### src/rtl/stack_spill_fill.sv
// stack_spill_fill: backing-store controller for register_stack.
// Spills the bottom entry on overflow and refills from memory on pops.
module stack_spill_fill #(
    parameter int STACK_SIZE = 4,
    parameter int ADDR_WIDTH = 12,
    parameter logic [ADDR_WIDTH-1:0] SPILL_BASE = 12'hF00,
    parameter int SPILL_DEPTH = 256
) (
    input  logic                          CLK,
    input  logic                          RST,
    input  logic [2:0]                    stackOP,
    input  logic [15:0]                   bottom,
    output logic                          stall,
    output logic                          mem_req,
    output logic                          mem_we,
    output logic [ADDR_WIDTH-1:0]         mem_addr,
    output logic [15:0]                   mem_wdata,
    input  logic [15:0]                   mem_rdata,
    input  logic                          mem_ack,
    output logic                          fill_en,
    output logic [$clog2(STACK_SIZE)-1:0] fill_idx,
    output logic [15:0]                   fill_data,
    output logic                          overflow,
    output logic                          underflow,
    output logic [15:0]                   depth
);
    localparam int CW = $clog2(STACK_SIZE + 1);
    localparam int SW = $clog2(SPILL_DEPTH + 1);
    localparam int IW = $clog2(STACK_SIZE);
    localparam logic [CW-1:0] FULL = CW'(STACK_SIZE);
    localparam logic [SW-1:0] SMAX = SW'(SPILL_DEPTH);

    localparam logic [1:0] IDLE    = 2'd0;
    localparam logic [1:0] SPILL   = 2'd1;
    localparam logic [1:0] FILL    = 2'd2;
    localparam logic [1:0] FILL_WB = 2'd3;

    logic [1:0]    state;
    logic [CW-1:0] reg_count;
    logic [SW-1:0] sp;
    logic [1:0]    k;
    logic [1:0]    n;
    logic [1:0]    j;
    logic [1:0]    k_in;
    logic [1:0]    n_in;

    // Pop width of the incoming op and how many of those slots memory can refill.
    always_comb begin
        k_in = 2'd0;
        n_in = 2'd0;
        case (stackOP)
            3'd2, 3'd3: k_in = 2'd1;
            3'd4:       k_in = 2'd2;
            default:    k_in = 2'd0;
        endcase
        if (sp >= SW'(k_in)) n_in = k_in;
        else                 n_in = 2'(sp);
    end

    // Control FSM plus occupancy counters; ops are only accepted in IDLE.
    always_ff @(posedge CLK or posedge RST) begin
        if (RST) begin
            state     <= IDLE;
            reg_count <= '0;
            sp        <= '0;
            k         <= '0;
            n         <= '0;
            j         <= '0;
            mem_wdata <= '0;
            fill_data <= '0;
            overflow  <= 1'b0;
            underflow <= 1'b0;
        end else begin
            case (state)
                IDLE: begin
                    if (stackOP == 3'd1) begin
                        if (reg_count < FULL) begin
                            reg_count <= reg_count + CW'(1);
                        end else if (sp < SMAX) begin
                            mem_wdata <= bottom;
                            state     <= SPILL;
                        end else begin
                            overflow <= 1'b1;
                        end
                    end else if (k_in != 2'd0) begin
                        if (CW'(k_in) > reg_count) begin
                            underflow <= 1'b1;
                            reg_count <= '0;
                        end else if (sp != '0) begin
                            reg_count <= FULL - CW'(k_in) + CW'(n_in);
                            k         <= k_in;
                            n         <= n_in;
                            j         <= 2'd0;
                            state     <= FILL;
                        end else begin
                            reg_count <= reg_count - CW'(k_in);
                        end
                    end
                end
                SPILL: begin
                    if (mem_ack) begin
                        sp    <= sp + SW'(1);
                        state <= IDLE;
                    end
                end
                FILL: begin
                    if (mem_ack) begin
                        fill_data <= mem_rdata;
                        sp        <= sp - SW'(1);
                        state     <= FILL_WB;
                    end
                end
                default: begin
                    if (j + 2'd1 < n) begin
                        j     <= j + 2'd1;
                        state <= FILL;
                    end else begin
                        state <= IDLE;
                    end
                end
            endcase
        end
    end

    // Memory and register-stack strobes decoded from the registered state.
    always_comb begin
        stall    = (state != IDLE);
        mem_req  = 1'b0;
        mem_we   = 1'b0;
        mem_addr = '0;
        fill_en  = 1'b0;
        fill_idx = '0;
        case (state)
            SPILL: begin
                mem_req  = 1'b1;
                mem_we   = 1'b1;
                mem_addr = SPILL_BASE + ADDR_WIDTH'(sp);
            end
            FILL: begin
                mem_req  = 1'b1;
                mem_addr = SPILL_BASE + ADDR_WIDTH'(sp) - ADDR_WIDTH'(1);
            end
            FILL_WB: begin
                fill_en  = 1'b1;
                fill_idx = IW'(STACK_SIZE - int'(k) + int'(j));
            end
            default: ;
        endcase
        depth = 16'(reg_count) + 16'(sp);
    end
endmodule

### config.mk
export PLATFORM = sky130hd
export DESIGN_NAME = stack_spill_fill
export DESIGN_NICKNAME = d
export VERILOG_FILES = /design/src/rtl/stack_spill_fill.sv
export SDC_FILE = /design/constraint.sdc
export NUM_CORES = 1
export LEC_CHECK = 0
export BUFFER_PORTS_ARGS = -buffer_cell sky130_fd_sc_hd__clkbuf_2
export CAP_MARGIN = 20
export CORE_ASPECT_RATIO = 0.9
export CORE_UTILIZATION = 52
export CTS_CLUSTER_DIAMETER = 120
export DETAILED_ROUTE_END_ITERATION = 7
export PLACE_DENSITY_LB_ADDON = 0.25
export SLEW_MARGIN = 20
export SYNTH_ARGS = -nofsm -noshare
export SYNTH_HDL_FRONTEND = slang
export SYNTH_SLANG_ARGS = --single-unit
export TNS_END_PERCENT = 30
### constraint.sdc
create_clock -name CLK -period 3.7 [get_ports CLK]
set_input_delay 0 -clock CLK [delete_from_list [all_inputs] [get_ports CLK]]
set_output_delay 0 -clock CLK [all_outputs]
set_load 0.005 [all_outputs]
==> run_results.csv <==
group,metric,value,unit
clocking,cts_tree,"done",
synthesis,syn-cell-area,3550,sq um
sta,tightest_slew,0.810,ns
synthesis,seq_area_frac_synth,38.0,%
drt,wl,8890,um
global_route,grt_usage,25.9,%
synthesis,synth_edf_count,0,
sta,hold_viol,0,
drt,route.detailed.drc,0,
die,pin_count,106,
critical_path,cp_slowest_cell,"dfrtp_1",
drt,first_pass_iters,4,
sta,finalCritPeriodShare,81.3,%
placed_design,place_congestion,0.877,
critical_path,max_stage_delay,0.55,ns
die,die-height,80.4,um
sta,relSlewSlack,45.9,%
cells_and_area,final_nets,545,
synthesis,synth_warnings,0,
drt,drtAntennaViolNets,0,
sta,fmax,332,MHz
cells_and_area,drive_gt1_share,32.6,%
placed_design,dp_hpwl,6080,um
sta,min_period,3.01,ns
synthesis,synthArstFlopShare,100,%
placed_design,io_buffers,99,
cells_and_area,area_growth,26.8,%
critical_path,crit_type,"register to register",
synthesis,yosysUniqueCellTypes,60,
clocking,htree_levels,2,
drt,num_vias,3138,
clocking,holdBufCountCts,33,
die,num_rows,28,
drt,drtIter0Drc,229,
cells_and_area,fill_cells,530,
sta,rsz0062_at_grt,"no",
drt,drt-wirelength-per-cell,15.6,um
clocking,cts_buffers,5,
synthesis,ys.flop_type,"dfrtp_1",
critical_path,endpoint_kind,"register",
drt,vias_per_cell,5.50,
synthesis,ys_ff_latch,54,
clocking,numClockSinks,54,
critical_path,crit_family,"adder cells",
clocking,post_cts_buffers,0,
clocking,clockBufferDepth,2,
sta,slew_viol_final,0,
die,die_w,89.1,um
clocking,cts_resized,0,
power_and_ir_drop,p_leak,2.25,nW
synthesis,synthCells,356,
synthesis,postSynthAreaPerCell,9.98,sq um
hold_path,hold_path.class,"input port to register",
global_route,grt_max_degree,55,
cells_and_area,num_antenna_cells,0,
global_route,grt_pass1_vias,2946,
clocking,cts_root_buffer,"clkbuf_8",
die,initial_core_util,54.0,%
outcome,outcome,"finished clean",
power_and_ir_drop,peakVddDrop,0.472,mV
sta,skew,0.00524,ns
critical_path,cp.required,3.90,ns
clocking,clkLatencyLatePin,0.30,ns
critical_path,crit_path_frequent_cell,"inv_1",
critical_path,crit_buf_inv,3,
global_route,overflow,0,
global_route,antenna_found_initial,0,
global_route,grt_pass1_wl,14300,um
die,core,6590,sq um
power_and_ir_drop,powerDensity,846,nW/um^2
critical_path,critical_path_arrival,3.21,ns
critical_path,path_cells,"inv_1, ha_1, inv_1, o41ai_1, a211oi_2, mux2i_1, ha_1, inv_1, fa_1, mux2i_1, nor3_1, a211o_1",
flow_run,max_cap_viol_count,0,
critical_path,critPathLaunchType,"register",
sta,finalSetupTns,0,ns
power_and_ir_drop,power.total,3.81,mW
clocking,cts.clk_slew.worst_paths,0.11,ns
die,dieArea,7170,sq um
sta,setup-violations-final,0,
critical_path,worstPathMaxFanout,10,
==> power by group <==
| group | switching, mW | internal (mW) |
|---|---|---|
| combinational | 1.18 | 1.11 |
| clock | 0.215 | 0.141 |
| sequential | 0.291 | 0.874 |
==> tightest hold or removal path: stages <==
cell and delay (ns):
clkbuf_2 0.12, nand2_1 0.07, o32a_1 0.12
==> registers in the layout (all words and copies together) (netlist names) <==
name and count:
n 2, state 2, overflow 1, fill_data 16, sp 9, underflow 1
mem_wdata 16, j 2, k 2, reg_count 3
==> stage by stage <==
step | hold slack (ns) | cells | util (%) | cell area (sq um) | worst slack [ns]
floorplan | 0.151 | 361 | - | 3570 | 0.903
global placement | 0.231 | 530 | 61.9 | 4070 | 0.799
detailed placement | 0.144 | 530 | 61.9 | 4080 | 0.752
CTS | 0.0240 | 571 | 68.4 | 4500 | 0.712
global route | 0.0335 | 571 | 68.4 | 4500 | 0.459
finish | 0.0316 | 571 | 68.4 | 4500 | 0.692
==> cell usage after synthesis, drive strengths merged (2+ instances only) <==
cell,count,area share [%]
dfrtp,54,38
mux2,36,12
nand2,28,3.0
o21ai,25,3.5
ha,23,8.1
inv,21,2.2
a21oi,18,2.5
nor2,18,2.0
buf,12,2.5
clkbuf,11,1.2
xor2,10,2.5
nor2b,8,1.4
xnor2,8,2.0
a21o,6,1.3
and2,5,0.88
a211oi,4,1.1
fa,4,2.3
nand2b,4,0.70
nand3,4,0.56
o31ai,4,0.85
or4,4,0.95
and3,3,0.53
mux2i,3,0.85
nand3b,3,0.63
nor3,3,0.88
o21a,3,0.63
o21bai,3,0.63
a211o,2,0.49
a31oi,2,0.35
a32oi,2,0.49
and3b,2,0.49
nor4,2,0.35
o211a,2,0.56
o211ai,2,0.56
o22ai,2,0.35
or3,2,0.35
==> layout make-up <==
type,count,area (sq um),share of cell area (%)
multi-input cells,263,2010,44.7
well taps,90,113,2.50
flip-flops and latches,54,1350,30.0
repair buffers,135,848,18.8
inverters,21,81.3,1.81
clock inverters,3,28.8,0.639
clock buffers,5,68.8,1.53
==> metal layers <==
metal / up-vias / track usage, % / part of all wire (%)
met5: - / 0 / 0
li1: 1483 / - / -
met2: 118 / 42.9 / 50
met3: 8 / 4.93 / 5.8
met1: 1529 / 34.9 / 43
met4: 0 / 6.51 / 0.92
==> layout by cell type (no fill, tap or decap), drive strengths merged, types with 4 or more instances in the layout <==
| cell type | netlist | routed |
|---|---|---|
| o31ai | 4 | 4 |
| a21o | 6 | 6 |
| xor2 | 10 | 10 |
| dfrtp | 54 | 54 |
| dlygate4sd3 | 0 | 33 |
| or4 | 4 | 4 |
| nand3 | 4 | 4 |
| conb | 1 | 6 |
| o21ai | 25 | 25 |
| nor2 | 18 | 18 |
| nand2 | 28 | 28 |
| xnor2 | 8 | 8 |
| inv | 21 | 22 |
| mux2 | 36 | 36 |
| and2 | 5 | 5 |
| fa | 4 | 4 |
| nand2b | 4 | 4 |
| ha | 23 | 23 |
| clkbuf | 11 | 104 |
| nor2b | 8 | 8 |
| a211oi | 4 | 4 |
| a21oi | 18 | 18 |
==> cells by family (layout without fill, tap and decap cells) <==
logic type / count (synthesis) / after routing / synth area share, %
AOI/OAI and AO/OA: 81 / 81 / 14.9
xor gates and xnor gates: 18 / 18 / 4.44
adders and majority gates: 27 / 27 / 10.4
buffers and inverters: 44 / 164 / 5.85
DFF: 54 / 54 / 38.0
muxes: 39 / 39 / 12.4
other: 1 / 6 / 0.106
and+or+nand+nor: 92 / 92 / 14.0
==> worst paths after layout <==
check                           from            to  slack [ns]  cells past startpoint
min in group asynchronous        RST  fill_data[1]        0.35                      3
hold reg to reg            underflow     underflow        0.47                      1
max in group asynchronous        RST  reg_count[1]        2.92                      3
hold / removal               mem_ack         sp[8]        0.03                      3
setup / recovery               sp[0]  reg_count[2]        0.69                     12
setup reg to reg               sp[0]  reg_count[2]        0.69                     12
No activity file was read; power rests on OpenSTA's default activity.
